<file path="src/rtl/dm_access_arbiter.sv">
// dm_access_arbiter
//   Shares the single-port data memory between port A (CPU MEM stage) and
//   port B (debug/test loader). A request is granted in IDLE, issued to the
//   DM for exactly one ACCESS cycle, and acknowledged in DONE, so one access
//   completes every three cycles at best. Under contention the port that
//   did not win last time is granted.
//
//   State table:
//     IDLE   | sample requests, pick winner, latch its request
//     ACCESS | drive DM from latched request, capture rdata/err
//     DONE   | one-cycle ack to the winner
//
// Ports:
//   clk, reset            system clock, async active-low reset
//   a_req/we/sel/addr/wdata  port A request (level held until a_ack)
//   a_ack/err/rdata       port A completion pulse, error flag, load data
//   b_*                   port B equivalents
//   dm_we/sel/addr/wdata  DM control outputs
//   dm_rdata              DM combinational read data (already extended)
//   busy                  state != IDLE
module dm_access_arbiter #(
  parameter int DM_WORDS = 1024,
  parameter bit B_FIRST  = 1'b0
) (
  input  logic        clk,
  input  logic        reset,
  input  logic        a_req,
  input  logic        a_we,
  input  logic [2:0]  a_sel,
  input  logic [31:0] a_addr,
  input  logic [31:0] a_wdata,
  output logic        a_ack,
  output logic        a_err,
  output logic [31:0] a_rdata,
  input  logic        b_req,
  input  logic        b_we,
  input  logic [2:0]  b_sel,
  input  logic [31:0] b_addr,
  input  logic [31:0] b_wdata,
  output logic        b_ack,
  output logic        b_err,
  output logic [31:0] b_rdata,
  output logic        dm_we,
  output logic [2:0]  dm_sel,
  output logic [31:0] dm_addr,
  output logic [31:0] dm_wdata,
  input  logic [31:0] dm_rdata,
  output logic        busy
);

  localparam logic [2:0] DMW  = 3'b000;
  localparam logic [2:0] DMH  = 3'b001;
  localparam logic [2:0] DMB  = 3'b010;
  localparam logic [2:0] DMHU = 3'b101;
  localparam logic [2:0] DMBU = 3'b110;

  typedef enum logic [1:0] {
    IDLE   = 2'd0,
    ACCESS = 2'd1,
    DONE   = 2'd2
  } state_t;

  state_t      r_state;
  state_t      w_next;
  logic        r_last_b;   // 1 = port B won the most recent grant
  logic        r_gnt_b;    // owner of the access currently in flight
  logic        r_we;
  logic [2:0]  r_sel;
  logic [31:0] r_addr;
  logic [31:0] r_wdata;
  logic        r_a_err;
  logic        r_b_err;
  logic [31:0] r_a_rdata;
  logic [31:0] r_b_rdata;

  logic        w_take;
  logic        w_a_wins;
  logic        w_sel_ok;
  logic        w_err;
  logic [31:0] w_rdata;

  always_comb begin
    w_next   = r_state;
    w_take   = 1'b0;
    w_a_wins = 1'b0;
    case (r_state)
      IDLE: begin
        if (a_req || b_req) begin
          w_take   = 1'b1;
          // A wins when alone, or under contention when B had the last grant
          w_a_wins = a_req && (!b_req || r_last_b);
          w_next   = ACCESS;
        end
      end
      ACCESS:  w_next = DONE;
      DONE:    w_next = IDLE;
      default: w_next = IDLE;
    endcase
  end

  always_comb begin
    w_sel_ok = (r_sel == DMW) || (r_sel == DMH) || (r_sel == DMB) ||
               (r_sel == DMHU) || (r_sel == DMBU);
    w_err    = !w_sel_ok ||
               (r_we && ((r_sel == DMHU) || (r_sel == DMBU))) ||
               ((r_sel == DMW) && (r_addr[1:0] != 2'b00)) ||
               (((r_sel == DMH) || (r_sel == DMHU)) && r_addr[0]) ||
               ({2'b00, r_addr[31:2]} >= 32'(DM_WORDS));
    // Stores and rejected accesses return zero
    w_rdata  = (r_we || w_err) ? 32'h0 : dm_rdata;
  end

  always_ff @(posedge clk or negedge reset) begin
    if (!reset) begin
      r_state <= IDLE;
    end else begin
      r_state <= w_next;
    end
  end

  always_ff @(posedge clk or negedge reset) begin
    if (!reset) begin
      r_last_b  <= ~B_FIRST;
      r_gnt_b   <= 1'b0;
      r_we      <= 1'b0;
      r_sel     <= 3'b000;
      r_addr    <= 32'h0;
      r_wdata   <= 32'h0;
      r_a_err   <= 1'b0;
      r_b_err   <= 1'b0;
      r_a_rdata <= 32'h0;
      r_b_rdata <= 32'h0;
    end else begin
      if (w_take) begin
        r_gnt_b  <= ~w_a_wins;
        r_last_b <= ~w_a_wins;
        r_we     <= w_a_wins ? a_we    : b_we;
        r_sel    <= w_a_wins ? a_sel   : b_sel;
        r_addr   <= w_a_wins ? a_addr  : b_addr;
        r_wdata  <= w_a_wins ? a_wdata : b_wdata;
      end
      if (r_state == ACCESS) begin
        if (r_gnt_b) begin
          r_b_rdata <= w_rdata;
          r_b_err   <= w_err;
        end else begin
          r_a_rdata <= w_rdata;
          r_a_err   <= w_err;
        end
      end
    end
  end

  // The latched request doubles as the DM bus, so it holds its last issued
  // value outside ACCESS. dm_we decodes the async-reset state and therefore
  // drops the instant reset is asserted.
  assign dm_we    = (r_state == ACCESS) && r_we && !w_err;
  assign dm_sel   = r_sel;
  assign dm_addr  = r_addr;
  assign dm_wdata = r_wdata;

  assign a_ack   = (r_state == DONE) && !r_gnt_b;
  assign b_ack   = (r_state == DONE) && r_gnt_b;
  assign a_err   = r_a_err;
  assign b_err   = r_b_err;
  assign a_rdata = r_a_rdata;
  assign b_rdata = r_b_rdata;
  assign busy    = (r_state != IDLE);

endmodule

</file>
<file path="config.mk">
export PLATFORM = sky130hd
export DESIGN_NAME = dm_access_arbiter
export DESIGN_NICKNAME = d
export VERILOG_FILES = /design/src/rtl/dm_access_arbiter.sv
export SDC_FILE = /design/constraint.sdc
export NUM_CORES = 1
export LEC_CHECK = 0
export CAP_MARGIN = 20
export CELL_PAD_IN_SITES_DETAIL_PLACEMENT = 1
export CELL_PAD_IN_SITES_GLOBAL_PLACEMENT = 2
export CORE_MARGIN = 3
export CORE_UTILIZATION = 20
export CTS_CLUSTER_DIAMETER = 80
export DETAILED_ROUTE_END_ITERATION = 10
export GPL_TIMING_DRIVEN = 0
export PLACE_DENSITY_LB_ADDON = 0.1
export SLEW_MARGIN = 20
export SYNTH_ARGS = -nofsm -noshare
export SYNTH_HDL_FRONTEND = slang
export SYNTH_SLANG_ARGS = --single-unit
</file>
<file path="constraint.sdc">
create_clock -name clk -period 2.1 [get_ports clk]
set_input_delay 0.42 -clock clk [delete_from_list [all_inputs] [get_ports clk]]
set_output_delay 0.42 -clock clk [all_outputs]
set_load 0.1 [all_outputs]
</file>
==> metrics <==
final WL=27,920 µm; xor/xnor cell area share of the yosys netlist=0%; share of the synthesized area in the top cell type=55.50%; worst hold endpoint=a_rdata[18]$_DFFE_PN0P_; Primary FF master, synth=dfrtp_1; initial cell density of the core=20.57%; Worst R2R Setup Slack=-0.04 ns; TritonCTS clock tree=done; status=finished with violations; GRT overflow=0; WHS=0.4722 ns; simple-gate portion of the synthesized area=20.11%; most frequent cells in the layout=170 x clkdlybuf4s50_1, 134 x nand2_1, 114 x dfrtp_1, 93 x o21ai_0, 68 x o22ai_1; Critical Path End Type=output port; reg-to-reg startpoint=dm_addr[20]$_DFFE_PN0P_; number of max-cap violations=0; Worst Reg2Reg Path Length in Cells=7; fin area=0.01033 mm²; WS Path Type=reg2out; Synth Area in Adders=0%; post-route ant nets=0; Max Clock Freq=349.7 MHz; hold depth=2; Max-slew headroom=32.21%; num ports=309; fin crit period=2.860 ns; unrepaired setup endpoints after global routing=true; fillers=3,465; leading area contributor after synthesis=dfrtp_1; WP data arrival=2.44 ns; Clock transition at path regs=0.07 ns; Final Hold Viols=0; setup TNS=-0.8262 ns; synthesized net count=845; Cell Area, Synth=0.006177 mm²; Starting DRT DRC Count=164; DRC violations left=0; r2r endpoint=b_rdata[5]$_DFFE_PN0P_; Synth area leaders=dfrtp_1 55%, o21ai_0 8.5%, nand2_1 8.1%; Syn Inst Count=673; ANT cells=0; Req. time, crit path=1.68 ns; DIE AREA=0.03303 mm²; worst clock skew=0.01398 ns; H-tree depth=4; HP Start=a_rdata[18]$_DFFE_PN0P_; final worst slack=-0.7596 ns; antenna violations before repair=3; share of layout cells above drive strength 1=18.52%; Post-synth EDFFs=0; largest net degree at the start of global routing=77; Worst-Margin Slew=1.021 ns; vias in the first global route=7,054; Post-DP Area=0.009827 mm²; setup violators final=4; PD cells=1672 mW/mm²; CTS Buffer Depth=2; multiplexer area fraction after synthesis=0%; largest family of logic cells by synthesized area=simple AND/OR/NAND/NOR gates; dpl hpwl=21,640 µm; crit path launch type=flop; gr usage total=16.96%; clk sinks=138; failing checks=negative setup slack; fin crit share=136.2%; Port Buffer Count=308; Clock Tree Root=clkbuf_16; maximum vdd drop=0.0009200 V; most common cell after layout, fill and taps aside=clkdlybuf4s50_1; worst skew pair latency=0.42 ns; area taken by multi-input logic gates=0.002461 mm²; post-synthesis compound-gate area fraction=18.94%; Syn. warnings=0; Netlist cell types=26; # rows=63; average wire per standard cell=19.87 µm; #FFs+latches synth=138; post-synthesis sequential area ratio=55.92%; 1st-pass router iterations=4; DR vias=6,351; global-route wire length before repair=43,280 µm; asr flop ratio synth=100.0%; Num CTS Buffers=17; Die Height=181.7 µm; Slew Viols, Final=0; Worst Hold Class=reg2reg; CP max FO=3; Layout area overhead=67.23%; final net count=1,174; Die W=181.7 µm; Reg area=0.003483 mm²; Via density=4.520; Avg Inst Size Synth=9.179 µm²; Core Area=0.03003 mm²; Leak Pwr=4.254 nW; GP Congestion=0.7456
==> state kept, by name (all words and copies together), names as in the netlist <==
name and cells:
a_rdata 32, r_last_b 1, a_err 1, b_err 1
r_state 2, dm_sel 3, b_rdata 32, r_gnt_b 1
dm_wdata 32, dm_addr 32, r_we 1
==> worst max-delay path by stage <==
stage,start,endpoint,slack (ns),cells past startpoint
floorplan,dm_addr[17]$_DFFE_PN0P_,dm_we,-0.72,6
global placement,reset,dm_addr[2]$_DFFE_PN0P_,-6.34,1
detailed placement,dm_addr[12]$_DFFE_PN0P_,dm_we,-1.63,7
CTS,dm_addr[20]$_DFFE_PN0P_,dm_we,-0.83,7
global route,dm_addr[20]$_DFFE_PN0P_,dm_we,-0.87,7
finish,dm_addr[20]$_DFFE_PN0P_,dm_we,-0.76,7
==> power by group <==
| part | internal (mW) | switching, mW | leakage (nW) |
|---|---|---|---|
| logic | 2.01 | 8.16 | 2.22 |
| clock network | 1.77 | 1.29 | 0.260 |
| registers | 3.45 | 0.604 | 1.77 |
| total | 7.22 | 10.1 | 4.25 |
==> final cells by class <==
class | count | share of cell area, %
buffer | 66 | 3.355
multi-input combinational | 462 | 23.83
tap | 390 | 4.724
sequential | 138 | 33.72
inverter | 4 | 0.1453
clock buffer | 20 | 4.227
timing repair buffer | 313 | 28.65
clock inverter | 12 | 1.357
==> stage by stage <==
| stage | power [mW] | instances | utilization (%) | worst slack (ns) |
|---|---|---|---|---|
| after detailed placement | 14.70 | 1372 | 32.72 | -1.632 |
| after global placement | 14.67 | 1371 | 32.61 | -6.344 |
| after global routing | 18.28 | 1405 | 34.40 | -0.8657 |
| after CTS | 17.61 | 1406 | 34.82 | -0.8342 |
| final | 17.27 | 1405 | 34.40 | -0.7596 |
| after floorplan | 11.30 | 673 | - | -0.7187 |
==> per-layer routing <==
layer	track usage [%]	up-vias	share of wire, %
met1	20.53	3061	42
li1	-	3075	-
met2	29.20	189	49
met3	5.970	20	7.7
met4	3.473	6	0.86
met5	0	-	0.14
==> cells in the mapped netlist (all sizes together), types with 2 or more instances <==
master / number
dfrtp: 137
o21ai: 135
nand2: 134
o22ai: 68
nand4: 65
clkbuf: 54
nor2b: 33
buf: 15
nor4: 6
nor2: 5
inv: 4
nand3: 3
nor3b: 3
and2: 2
o22a: 2
==> cell families after synthesis <==
group | Yosys count
AO/OA/AOI/OAI | 209
buffers and inverters | 73
AND/OR/NAND/NOR | 253
flip-flops | 138
==> critical path, stage by stage, from the launching register on <==
cell and delay, ns:
dfrtp_2 0.41, or4_4 0.57, a221oi_4 0.28, buf_6 0.16
buf_8 0.09, nand4_1 0.14, nor2_4 0.18, buf_12 0.19
==> timing repair <==
| action | CTS | global route |
|---|---|---|
| gates resized for setup | 287 | 135 |
| buffers inserted | 3 | 0 |
| hold buffers | 1 | 0 |
| setup endpoints to repair | 269 | 206 |
| pin swaps | 2 | 1 |
| hold endpoints to repair | 62 | 0 |
Power figures use the tool's default switching activity.
